===== src/rtl/update_coalescer.sv =====
// Merges runs of same-vertex edge-update records popped from a show-ahead FIFO
// into single records with a saturating contribution sum and a merge count.
module update_coalescer #(
  parameter int unsigned ID_W    = 32,
  parameter int unsigned VAL_W   = 32,
  parameter int unsigned MAX_RUN = 15,
  parameter int unsigned CNT_W   = $clog2(MAX_RUN + 1)
) (
  input  logic                  clock,
  input  logic                  reset,
  input  logic [ID_W+VAL_W-1:0] fifo_q,
  input  logic                  fifo_empty,
  output logic                  fifo_rdreq,
  input  logic                  flush,
  output logic                  out_valid,
  input  logic                  out_ready,
  output logic [ID_W-1:0]       out_vertex,
  output logic [VAL_W-1:0]      out_value,
  output logic [CNT_W-1:0]      out_count,
  output logic                  idle
);

  localparam logic [CNT_W-1:0] CNT_MAX = CNT_W'(MAX_RUN);
  localparam logic [CNT_W-1:0] CNT_ONE = CNT_W'(1);

  logic               acc_valid_q, acc_valid_d;
  logic [ID_W-1:0]    acc_id_q,    acc_id_d;
  logic [VAL_W-1:0]   acc_sum_q,   acc_sum_d;
  logic [CNT_W-1:0]   acc_cnt_q,   acc_cnt_d;
  logic               out_valid_q, out_valid_d;
  logic [ID_W-1:0]    out_vertex_q, out_vertex_d;
  logic [VAL_W-1:0]   out_value_q,  out_value_d;
  logic [CNT_W-1:0]   out_count_q,  out_count_d;

  logic               head;
  logic [ID_W-1:0]    hid;
  logic [VAL_W-1:0]   hval;
  logic               out_free;
  logic               merge_c, close_c, load_c;
  logic [VAL_W:0]     sum_ext;
  logic [VAL_W-1:0]   sum_sat;

  // Decode the head record and the priority cases for this cycle.
  always_comb begin
    head     = !fifo_empty;
    hid      = fifo_q[ID_W+VAL_W-1:VAL_W];
    hval     = fifo_q[VAL_W-1:0];
    out_free = !out_valid_q || out_ready;
    merge_c  = acc_valid_q && !flush && head && (hid == acc_id_q) && (acc_cnt_q < CNT_MAX);
    close_c  = !merge_c && acc_valid_q &&
               (flush || (head && ((hid != acc_id_q) || (acc_cnt_q == CNT_MAX))));
    load_c   = !acc_valid_q && head;
    sum_ext  = {1'b0, acc_sum_q} + {1'b0, hval};
    sum_sat  = sum_ext[VAL_W] ? {VAL_W{1'b1}} : sum_ext[VAL_W-1:0];
  end

  // Next-state for accumulator, output register and the pop strobe.
  always_comb begin
    acc_valid_d  = acc_valid_q;
    acc_id_d     = acc_id_q;
    acc_sum_d    = acc_sum_q;
    acc_cnt_d    = acc_cnt_q;
    out_valid_d  = out_valid_q && !out_ready;
    out_vertex_d = out_vertex_q;
    out_value_d  = out_value_q;
    out_count_d  = out_count_q;
    fifo_rdreq   = 1'b0;

    if (merge_c) begin
      fifo_rdreq = 1'b1;
      acc_sum_d  = sum_sat;
      acc_cnt_d  = acc_cnt_q + CNT_ONE;
    end else if (close_c) begin
      if (out_free) begin
        out_valid_d  = 1'b1;
        out_vertex_d = acc_id_q;
        out_value_d  = acc_sum_q;
        out_count_d  = acc_cnt_q;
        if (head) begin
          fifo_rdreq = 1'b1;
          acc_id_d   = hid;
          acc_sum_d  = hval;
          acc_cnt_d  = CNT_ONE;
        end else begin
          acc_valid_d = 1'b0;
        end
      end
    end else if (load_c) begin
      fifo_rdreq  = 1'b1;
      acc_valid_d = 1'b1;
      acc_id_d    = hid;
      acc_sum_d   = hval;
      acc_cnt_d   = CNT_ONE;
    end

    // A reset cycle must never consume a FIFO entry.
    if (reset) fifo_rdreq = 1'b0;
  end

  always_ff @(posedge clock) begin
    if (reset) begin
      acc_valid_q  <= 1'b0;
      acc_id_q     <= '0;
      acc_sum_q    <= '0;
      acc_cnt_q    <= '0;
      out_valid_q  <= 1'b0;
      out_vertex_q <= '0;
      out_value_q  <= '0;
      out_count_q  <= '0;
    end else begin
      acc_valid_q  <= acc_valid_d;
      acc_id_q     <= acc_id_d;
      acc_sum_q    <= acc_sum_d;
      acc_cnt_q    <= acc_cnt_d;
      out_valid_q  <= out_valid_d;
      out_vertex_q <= out_vertex_d;
      out_value_q  <= out_value_d;
      out_count_q  <= out_count_d;
    end
  end

  assign out_valid  = out_valid_q;
  assign out_vertex = out_vertex_q;
  assign out_value  = out_value_q;
  assign out_count  = out_count_q;
  assign idle       = !acc_valid_q && !out_valid_q && fifo_empty;

endmodule


===== config.mk =====
export PLATFORM = sky130hd
export DESIGN_NAME = update_coalescer
export DESIGN_NICKNAME = d
export VERILOG_FILES = /design/src/rtl/update_coalescer.sv
export SDC_FILE = /design/constraint.sdc
export NUM_CORES = 1
export LEC_CHECK = 0
export CORE_ASPECT_RATIO = 0.6
export CORE_UTILIZATION = 30
export CTS_BUF_LIST = sky130_fd_sc_hd__clkbuf_4
export DETAILED_ROUTE_END_ITERATION = 10
export SYNTH_ARGS = -nofsm -noshare
export SYNTH_HDL_FRONTEND = slang
export SYNTH_SLANG_ARGS = --single-unit

===== constraint.sdc =====
create_clock -name clock -period 4.7 [get_ports clock]
set_input_delay 0.705 -clock clock [delete_from_list [all_inputs] [get_ports clock]]
set_output_delay 0.705 -clock clock [all_outputs]
set_load 0.02 [all_outputs]

-- Word level (Yosys, flattened, before mapping)
Index checks and enable logic that the tools add are counted.
- flip-flop bits (word level): 138
- latch bits: 0
- RAM bits: 0
- ROM bits: 0
- bits of input ports: 69
- output and inout port bits: 71
- word-level logic and storage cells: 74
- memories: 0
- add/sub/neg operators: 2
- $mul: 0
- divide/modulo/power cells: 0
- magnitude comparators: 1
- eq/ne operators: 8
- shifts and indexed selects: 0
- multiplexer cells: 28
- bitwise operators: 1
- reductions and logical operators: 26
- operator list (operator ; number):
    32-bit 2-to-1 mux ; 10
    32-bit by 32-bit adder with 33-bit output ; 1
    32-bit equality test ; 1
    32-bit inequality test ; 1
    4-bit 2-to-1 mux ; 5
    1-bit 2-to-1 mux ; 13
    1-bit logical AND ; 11
    4-bit AND reduction ; 2
    1-bit zero test ; 6
    2-bit inequality test, second input constant ; 3
    3-bit inequality test, second input constant ; 2
    3-bit AND reduction ; 2
    4-bit by 1-bit adder with 4-bit output, second input constant ; 1
    4-bit equality test, second input constant ; 1
    4-bit less-than comparator, second input constant ; 1
    1-bit logical OR ; 3
    3-bit nonzero test ; 1
    2-bit nonzero test ; 1
    1-bit NOT ; 1

-- Longest topological paths before layout
- depth in word-level cells: 11
- depth in mapped cells: 13
- gate-level depth less buffers: 12

-- Worst setup path before layout
No wires, ideal clock.
- path type: input -> register
- start point: in fifo_q[0]
- end point: reg acc_sum_q[30]
- setup time: 119 ps
- arrival time: 3158 ps
- required time: 4581 ps
- slack: 1423 ps
- stages on the path: 12
- path buffers: 0
- path through: ha_1 > fa_1 > a21o_1 > a21oi_2 > o21ai_1 > nand2_1 > o31a_1 > o21ai_0 > a31o_2 > or3b_2 > a31oi_1 > o21ai_1
- cells in the longest elaborated chain, start to end: 3
- ends and longest elaborated chain (what ; RTL line ; RTL):
    start, declared ; 11 ; input logic [ID_W+VAL_W-1:0] fifo_q,
    32-bit by 32-bit adder with 33-bit output ; 53 ; sum_ext = {1'b0, acc_sum_q} + {1'b0, hval};
    32-bit 2-to-1 mux ; 54 ; sum_sat = sum_ext[VAL_W] ? {VAL_W{1'b1}} : sum_ext[VAL_W-1:0];
    32-bit 2-to-1 mux ; 69 ; if (merge_c) begin
    end signal, assigned ; 113 ; acc_sum_q <= acc_sum_d;
    end, declared ; 28 ; logic [VAL_W-1:0] acc_sum_q, acc_sum_d;
Every way passes these cells.
A chain may end at the register's enable or synchronous reset.

-- Worst setup path in the final report
- start point: in fifo_q[37]
- end point: out fifo_rdreq
- cells in the longest elaborated chain, start to end: 9
- elaborated cells on any way between the ends: 13
- those cells by class: eq/ne (2); mux (3); reduce/logical (8)
- ends and longest elaborated chain (what ; RTL line ; RTL):
    32-bit equality test ; 49 ; merge_c = acc_valid_q && !flush && head && (hid == acc_id_q) && (acc_cnt_q < CNT_MAX);
    1-bit logical AND (2 in series) ; 49 ;
    1-bit zero test ; 50 ; close_c = !merge_c && acc_valid_q &&
    1-bit logical AND (2 in series) ; 50 ;
    1-bit 2-to-1 mux ; 73 ; end else if (close_c) begin
    1-bit 2-to-1 mux * ; 69 ;
    1-bit 2-to-1 mux * ; 97 ; if (reset) fifo_rdreq = 1'b0;
    end, declared ; 13 ; output logic fifo_rdreq,
Every way passes the cells marked *; elsewhere a longest branch is shown, timed or not.

==> flow_summary.ini <==
[outcome]
outcome = complete, no violations

[logic_synthesis]
syn_nets = 868
synthArstFlopShare = 0
synth_ff_type = dfxtp_1
netlist-cell-type-count = 56
syn-instance-count = 765
yosysSeqAreaShare = 0.395
synth_top_area_share = 0.395
yosysTopAreaCell = dfxtp_1
netlist_top_cells_area = dfxtp_1, mux2i_1, nor2_1, ha_1, xnor2_1
ys_warn_count = 0
synth_edf_count = 0
synth-seq-cells = 138
synth.avg_cell_area_um2 = 9.14
syn-cell-area_mm2 = 0.00699

[hold_path]
hold_depth = 2
hold_class = flop to flop

[worst_setup_path]
crit_slowest_cell = clkdlybuf4s50_1
crit_required_ns = 3.99
r2r_slack_ns = 1.43
cp-end-kind = primary output
cp_cell_sequence = clkdlybuf4s50_1 > xnor2_1 > nand4_1 > nor4_1 > nand4b_1 > a41oi_2 > nor2b_1 > clkdlybuf4s50_1
critPathMaxFanout = 3
crit_type = input pin to primary output
critPathLaunchType = input pin
max_stage_delay_ns = 0.71
arrival_ns = 3.59
path_depth = 8
crit_family = simple AND/OR/NAND/NOR gates
crit_buf_inv = 2
reg2regPathDepth = 11
cp_common_cell = clkdlybuf4s50_1

[cells_and_area]
regArea_mm2 = 0.00276
fillers = 2288
syn2layout_area_growth_pct = 29.0
multi_input_area_mm2 = 0.00404
nets = 997
drive_gt1_frac = 0.0595

[sta]
worst_slew_pin_slew_ns = 0.626
fin_skew_ns = 0.0245
fin_ws_ns = 0.403
slew_viol_final = 0
fin_crit_sh = 0.914
rsz0062_at_grt = false
fmax_mhz = 233
post-route-min-period_ns = 4.30
setup_tns_ns = 0
finalSetupViolCount = 0
hold_viol_final = 0
slew_headroom = 0.583

[clocking]
holdBufCountCts = 0
cts_root_buffer = clkbuf_4
postCtsSetupRepairBufs = 0
clock-sinks = 138
htreeDepth = 4
cts_buffers = 17
cts_resized = 0
cts_tree = yes
clk_pin_slew_ns = 0.13
clk_path_buf_depth = 2
clk_latency_ns = 0.57

[floorplan]
dieArea_mm2 = 0.0239
core_mm2 = 0.0224
ios = 140
initial_core_util = 0.312
die_h_um = 120
num_rows = 42
die_width_um = 199

[route]
totalWireLength_um = 19600
wl_per_cell_um = 16.1
drc_errors = 0
num_vias = 5936
via_per_inst = 4.88
first_pass_iters = 4
drtAntennaViolNets = 0
drt-initial-drc-count = 366

[flow_run]
drv_cap = 0

[global_route]
antenna_found_initial = 1
grt_max_degree = 48
track_usage = 0.169
grt_pass1_vias = 5602
grt.overflow.total = 0
grt_pass1_wl_um = 31000

[placed_design]
detailedPlace.worstSlack_ns = 0.439
place_congestion = 0.849
io_buffers = 139
dpl.hpwl_um = 13900

[power_and_ir_drop]
leakage_nw = 3.93
ir_worst_vdd_uv = 146
powerDensity_mw_per_mm2 = 296
-- metrics by stage --
| step | util | total power, mW | instance area, um2 | hold WS [ns] | std cells |
|---|---|---|---|---|---|
| finish | 0.402 | 2.67 | 9020 | 0.467 | 1216 |
| global route | 0.402 | 2.82 | 9020 | 0.492 | 1216 |
| CTS | 0.402 | 2.71 | 9020 | 0.469 | 1215 |
| detailed placement | 0.388 | 1.82 | 8710 | 0.452 | 1183 |
| global placement | 0.388 | 1.82 | 8710 | 0.449 | 1183 |
| floorplan | - | 1.63 | 6990 | 0.434 | 765 |
-- state kept, by name (all words and copies together), names as in the netlist --
register     count
acc_cnt_q        4
acc_sum_q       32
out_vertex      32
out_valid        1
acc_id_q        32
out_value       32
out_count        4
acc_valid_q      1
-- where the power goes --
part	internal, mW	total, mW	switching [mW]
sequential	1.22	1.26	0.0423
clock	0.412	0.873	0.462
combinational	0.255	0.536	0.281
-- logic make-up after synthesis --
family	count (synthesis)	synth area share
buffers and inverters	52	0.0324
AOI/OAI and AO/OA	153	0.152
muxes	100	0.143
and+or+nand+nor	230	0.143
adders and majority gates	34	0.0619
xor gates and xnor gates	58	0.0726
DFF	138	0.395
-- final timing paths --
path | startpoint | to
worst max-delay path | fifo_q[37] | fifo_rdreq
worst min-delay path | acc_sum_q[14] | acc_sum_q[14]
worst max register to register | acc_sum_q[1] | acc_sum_q[31]
worst min register to register | acc_sum_q[14] | acc_sum_q[14]
-- metal layers --
| metal | wire (um) | global-route usage |
|---|---|---|
| met1 | 10700 | 0.258 |
| met2 | 7560 | 0.228 |
| met3 | 1130 | 0.0488 |
| met4 | 136 | 0.0346 |
| met5 | 0 | 0 |
-- synthesized netlist by cell type, types with 2 or more instances --
cell / n
a21o_1: 17
a2111oi_0: 2
a31oi_1: 3
inv_1: 13
clkbuf_1: 26
o211ai_1: 2
nand2_1: 61
a21oi_1: 43
a21oi_2: 2
nand4b_1: 2
xor2_1: 14
a211oi_1: 5
o21ai_1: 3
or3_1: 5
nor2_1: 113
buf_6: 2
nor3b_1: 3
mux2i_1: 100
o32ai_1: 3
ha_1: 33
o21a_1: 6
or2_2: 2
dfxtp_1: 138
o221ai_1: 22
nor2b_1: 4
buf_2: 10
nand3_1: 7
xnor2_1: 44
nand4_1: 14
nand2b_1: 8
a41oi_1: 2
o31a_1: 2
o21ai_0: 20
a21boi_0: 2
nor3_1: 5
o21bai_1: 7
-- cell type report --
class / count / area share
Multi-Input combinational cell: 575 / 0.447
Sequential cell: 138 / 0.306
Timing Repair Buffer: 149 / 0.164
Tap cell: 308 / 0.0427
Clock inverter: 15 / 0.0201
Clock buffer: 17 / 0.0141
Inverter: 13 / 0.00541
Antenna cell: 1 / 0.000277
-- layout by cell type, fill, tap and decap left out, types with 3 or more instances in the layout --
cell type	instances
clkdlybuf4s50_1	138
nand3_1	7
o21ai_1	3
nor2_1	113
mux2i_1	100
o221ai_1	22
o21a_1	6
nand2_1	61
a31oi_1	3
xnor2_1	44
clkbuf_4	17
nand4_1	14
bufinv_16	4
nor2b_1	4
a21oi_1	42
nor3_1	5
clkinv_2	3
clkinvlp_4	3
o21bai_1	7
o32ai_1	3
a211oi_1	5
dfxtp_1	138
nand2b_1	7
ha_1	33
clkinv_1	4
a21o_1	17
or3_1	5
buf_4	10
inv_1	13
xor2_1	14
o21ai_0	20
-- tightest hold or removal path: cells and delay by family, from the launching register on --
kind          cells  cell delay [ns]
simple gates      2             0.09
flops             1             0.35
Note: power is estimated with default switching activity, not from simulation.
